--- config.mk ---
export PLATFORM = sky130hd
export DESIGN_NAME = collide_sweep_ctrl
export DESIGN_NICKNAME = d
export VERILOG_FILES = /design/src/rtl/collide_sweep_ctrl.sv
export SDC_FILE = /design/constraint.sdc
export NUM_CORES = 1
export LEC_CHECK = 0
export BUFFER_PORTS_ARGS = -buffer_cell sky130_fd_sc_hd__buf_2
export CAP_MARGIN = 20
export CORE_AREA = 2 2 399 401
export CTS_CLUSTER_DIAMETER = 30
export DETAILED_ROUTE_END_ITERATION = 6
export DIE_AREA = 0 0 401 403
export GPL_TIMING_DRIVEN = 1
export PLACE_DENSITY = 0.36
export SLEW_MARGIN = 30
export SYNTH_ARGS = -nofsm -noshare
export SYNTH_HDL_FRONTEND = slang
export SYNTH_SLANG_ARGS = --single-unit
--- constraint.sdc ---
create_clock -name clk -period 2.5 [get_ports clk]
set_input_delay 0.5 -clock clk [delete_from_list [all_inputs] [get_ports clk]]
set_output_delay 0.5 -clock clk [all_outputs]
set_load 0.02 [all_outputs]
--- src/rtl/collide_sweep_ctrl.sv ---
// Sweeps an NX x NY lattice through one shared collide datapath: read node, settle, write back.
// Latency: RD_LAT+3 cycles per node with wr_ready high; done pulses one cycle after the final write.
// Backpressure: wr_en, wr_addr and wr_data hold until wr_ready; no new read is issued while stalled.
module collide_sweep_ctrl #(
    parameter int NX     = 32,
    parameter int NY     = 32,
    parameter int AW     = 10,
    parameter int RD_LAT = 2
) (
    input  logic          clk,
    input  logic          rst_n,
    input  logic          start,
    input  logic [15:0]   num_steps,
    output logic          busy,
    output logic          done,
    output logic [15:0]   step_cnt,
    output logic          rd_en,
    output logic [AW-1:0] rd_addr,
    input  logic [242:0]  rd_data,
    input  logic          rd_barrier,
    output logic [242:0]  col_in,
    input  logic [242:0]  col_out,
    output logic          wr_en,
    input  logic          wr_ready,
    output logic [AW-1:0] wr_addr,
    output logic [242:0]  wr_data
);

    localparam int NODES = NX * NY;
    localparam int WW    = (RD_LAT > 1) ? $clog2(RD_LAT) : 1;

    typedef enum logic [2:0] {
        IDLE,
        RD,
        WAIT,
        EVAL,
        WR,
        FIN
    } state_t;

    state_t        state;
    state_t        state_nxt;
    logic [AW-1:0] node_idx;
    logic [15:0]   steps_lat;
    logic [WW-1:0] wait_cnt;
    logic          barrier;
    logic          accept;
    logic          last_node;
    logic          wait_last;
    logic [15:0]   step_inc;

    assign accept    = wr_en & wr_ready;
    assign last_node = (node_idx == AW'(NODES - 1));
    assign wait_last = (wait_cnt == WW'(RD_LAT - 1));
    assign step_inc  = step_cnt + 16'd1;

    assign busy    = (state != IDLE);
    assign done    = (state == FIN);
    assign rd_en   = (state == RD);
    assign wr_en   = (state == WR);
    assign rd_addr = node_idx;

    always_ff @(posedge clk or negedge rst_n) begin
        if (!rst_n) begin
            state <= IDLE;
        end else begin
            state <= state_nxt;
        end
    end

    always_comb begin
        state_nxt = state;
        case (state)
            IDLE: begin
                if (start) begin
                    state_nxt = (num_steps == 16'd0) ? FIN : RD;
                end
            end
            RD:   state_nxt = WAIT;
            WAIT: begin
                if (wait_last) begin
                    state_nxt = EVAL;
                end
            end
            EVAL: state_nxt = WR;
            WR: begin
                if (accept) begin
                    state_nxt = (last_node && (step_inc == steps_lat)) ? FIN : RD;
                end
            end
            FIN:     state_nxt = IDLE;
            default: state_nxt = IDLE;
        endcase
    end

    always_ff @(posedge clk or negedge rst_n) begin
        if (!rst_n) begin
            node_idx  <= '0;
            step_cnt  <= '0;
            steps_lat <= '0;
            wait_cnt  <= '0;
            barrier   <= 1'b0;
            col_in    <= '0;
            wr_addr   <= '0;
            wr_data   <= '0;
        end else begin
            case (state)
                IDLE: begin
                    if (start) begin
                        node_idx  <= '0;
                        step_cnt  <= '0;
                        steps_lat <= num_steps;
                    end
                end
                RD: wait_cnt <= '0;
                WAIT: begin
                    wait_cnt <= wait_cnt + WW'(1);
                    // col_in only moves here, so collide sees stable inputs through EVAL and WR
                    if (wait_last) begin
                        col_in  <= rd_data;
                        barrier <= rd_barrier;
                    end
                end
                EVAL: begin
                    wr_data <= barrier ? col_in : col_out;
                    wr_addr <= node_idx;
                end
                WR: begin
                    if (accept) begin
                        if (last_node) begin
                            node_idx <= '0;
                            step_cnt <= step_inc;
                        end else begin
                            node_idx <= node_idx + AW'(1);
                        end
                    end
                end
                default: ;
            endcase
        end
    end

endmodule
==> flow_summary_export.csv <==
group,metric,value,unit
run_status,status,"finished, final reports clean",
die,ios,1033,
placed_design,place_area,31300,sq um
die,die_height,403,um
final_layout,final_cell_area,41300,sq um
timing,tightest_slew,0.604,ns
final_layout,nNetsFinal,3967,
route,drtIter0Drc,889,
die,initial_utilization,0.146,
critical_path,endpoint_kind,"output port",
yosys,synth_top_flop_cell,"dfrtp_1",
power_and_ir_drop,vdd_ir_drop_max,794,uV
final_layout,syn2layout_area_growth,79.5,%
timing,fmax,0.422,GHz
clock_network,cts_max_level,4,
critical_path,critPathSlowestCell,"dfrtp_2",
clock_network,clk_latency,0.77,ns
timing,drv_slew,0,
critical_path,worstPathRequired,2.00,ns
clock_network,cts_tree,"built",
route,dr_total_vias,21000,
yosys,synth-edff-count,0,
die,core-area,157000,sq um
critical_path,setup.worst_path.class,"reg2out",
yosys,ys_ff_latch,543,
timing,clock_skew,0.0423,ns
yosys,avgSynthCellArea,12.2,sq um
global_route,grt_pass1_wl,161,mm
critical_path,cp_max_fo,13,
critical_path,cpPeakStageDelay,0.48,ns
yosys,synth.distinct_cells,54,
timing,period_minus_slack,2.37,ns
critical_path,crit_path_cell_trace,"or3_4, buf_2",
timing,rsz0062_at_grt,"false",
yosys,synth_warnings,0,
timing,setup-tns-final,0,ns
die,die_w,401,um
placed_design,hpwl,87.4,mm
placed_design,io_buffers,1032,
die,core.rowCount,146,
power_and_ir_drop,power_density,1490,nW/um^2
route,totalWireLength,112,mm
timing,finalHoldViolations,0,
timing,setup_viol,0,
final_layout,stdcell_count,5676,
clock_network,clk_pin_slew,0.04,ns
final_layout,fillers,16800,
global_route,grt_start_max_net_pins,103,
yosys,seq_area_frac_synth,0.591,
hold_path,hp-class,"in2reg",
placed_design,dp_slack,0.310,ns
route,ant_nets,0,
placed_design,finalWeightedCongestion,0.840,
yosys,ys_async_sr_fraction,1.00,
yosys,syn_area,23000,sq um
timing,slew_headroom,0.594,
timing,setup_slack,0.130,ns
timing,period_share,0.948,
critical_path,rrSetupSlack,0.34,ns
clock_network,clkSinkCount,543,
critical_path,arrival,1.87,ns
route,viasPerCell,3.70,
clock_network,root_buffer,"clkbuf_16",
global_route,grt_usage,0.135,
route,routedWlPerCell,19.7,um
route,first_pass_iters,5,
critical_path,startpoint_type,"register",
yosys,syn_nets,2388,
global_route,antenna_found_initial,8,
clock_network,cts_made_buffers,179,
global_route,grt_overflow,0,
die,die_area,162000,sq um
global_route,grt_pass1_vias,22600,
yosys,synth_cells,1879,
clock_network,clk_path_buf_depth,3,
route,drc_errors,0,
placed_design,place_inst,4961,
final_layout,drive_gt1_frac,0.476,
power_and_ir_drop,p_leak,20.0,nW
job,max_cap_viol_count,0,
==> registers in the layout (all words and copies together) (netlist names) <==
register,flops
rd_addr,10
wr_addr,10
steps_lat,16
step_cnt,16
wait_cnt,1
col_in,243
state,3
wr_data,243
barrier,1
==> metal layers <==
metal / global-route usage / share of wire / vias up
met5: 0 / 0.00030 / -
met1: 0.163 / 0.42 / 10300
li1: - / - / 9834
met3: 0.0400 / 0.059 / 151
met4: 0.0421 / 0.022 / 4
met2: 0.229 / 0.50 / 727
==> layout by cell type, fill, tap and decap left out, drive strengths merged, types with 4 or more instances in the layout <==
| cell type | synthesis | layout |
|---|---|---|
| mux2 | 269 | 269 |
| o21ai | 277 | 277 |
| mux2i | 244 | 244 |
| nand4 | 5 | 5 |
| nor4 | 5 | 5 |
| nand3 | 12 | 12 |
| a21oi | 10 | 10 |
| or3 | 4 | 4 |
| inv | 5 | 12 |
| nor3 | 8 | 8 |
| nand2 | 272 | 272 |
| clkinv | 0 | 40 |
| and3 | 6 | 6 |
| clkbuf | 93 | 268 |
| xor2 | 12 | 12 |
| dfrtp | 543 | 543 |
| bufinv | 0 | 9 |
| and2 | 5 | 5 |
| xnor2 | 16 | 16 |
| buf | 34 | 1138 |
| o31ai | 11 | 11 |
| dlygate4sd3 | 0 | 387 |
| nor2 | 18 | 18 |
==> cell usage after synthesis (2+ instances only) <==
master      n  area [sq um]
a31oi_1     2          12.5
xor2_1     12           105
a21oi_1    10          50.1
mux2_2    269          3030
and3_1      5          31.3
dfrtp_1   543         13600
ha_1        2          25.0
nand2b_1    3          18.8
clkbuf_8    3          41.3
buf_4       2          15.0
buf_2      19          95.1
nor3_1      8          40.0
o31ai_1    10          75.1
nor4_1      5          31.3
buf_6       2          22.5
nor2_1     18          67.6
inv_1       4          15.0
nand3b_1    3          22.5
mux2i_1   244          2440
o21ai_0   277          1390
xnor2_1    16           140
o22ai_1     2          12.5
clkbuf_1   90           338
nand2_1   272          1020
and2_1      3          18.8
nand4_1     4          25.0
buf_1      11          41.3
or3_1       4          25.0
nand3_1    11          55.1
==> worst paths after layout <==
kind | from | to | depth (start not counted)
min reg2reg | wr_data[196]$_DFFE_PN0P_ | wr_data[196]$_DFFE_PN0P_ | 2
max | state[2]$_DFFE_PN0P_ | busy | 2
max reg2reg | rd_addr[0]$_DFFE_PN0P_ | step_cnt[5]$_DFFE_PN0P_ | 7
max in group asynchronous | rst_n | col_in[179]$_DFFE_PN0P_ | 4
min in group asynchronous | rst_n | wr_data[39]$_DFFE_PN0P_ | 2
min | col_out[85] | wr_data[85]$_DFFE_PN0P_ | 3
==> what timing repair did <==
| item | 4_1_cts | 5_1_grt |
|---|---|---|
| endpoints found under the hold margin | 454 | 0 |
| gates resized for setup | 4 | 2 |
| hold buffers | 387 | 0 |
| pin swaps | 0 | 0 |
| endpoints found under the setup margin | 3 | 1 |
| setup buffers | 1 | 0 |
==> critical path, delay by kind of cell (launching register included) <==
kind	cells	cell delay, ns
AND/OR/NAND/NOR	1	0.45
flip-flops	1	0.48
buffers and inverters	1	0.18
==> kinds of logic (layout without fill, tap and decap cells) <==
family / Yosys count / after routing / share of synthesized area
compound gates: 313 / 313 / 0.0714
xor+xnor: 28 / 28 / 0.0107
fa+ha+maj: 2 / 2 / 0.00109
buf+inv: 132 / 1854 / 0.0248
flops: 543 / 543 / 0.591
mux: 513 / 513 / 0.238
other cells: 0 / 3 / 0
simple gates: 348 / 348 / 0.0637
==> metrics by stage <==
step	power, mW	utilization	hold WS (ns)
after floorplan	28.7	-	0.204
after global placement	39.4	0.199	0.449
after detailed placement	39.5	0.199	0.447
after CTS	62.7	0.262	0.000430
after global routing	65.0	0.262	0.0235
final	61.5	0.262	0.0767
==> layout make-up <==
| class | instances | area [sq um] | area share |
|---|---|---|---|
| Timing Repair Buffer | 1525 | 10100 | 0.244 |
| Sequential cell | 543 | 13600 | 0.329 |
| Antenna cell | 3 | 7.51 | 0.000182 |
| Clock buffer | 268 | 5370 | 0.130 |
| Multi-Input combinational cell | 1204 | 8870 | 0.215 |
| Clock inverter | 56 | 749 | 0.0181 |
| Inverter | 5 | 18.8 | 0.000454 |
| Tap cell | 2072 | 2590 | 0.0628 |
==> where the power goes <==
group          internal (mW)  switching (mW)
combinational           8.78            14.3
clock                   15.6            6.57
sequential              13.0            3.37
total                   37.4            24.2
(Power assumes the default switching activity.)
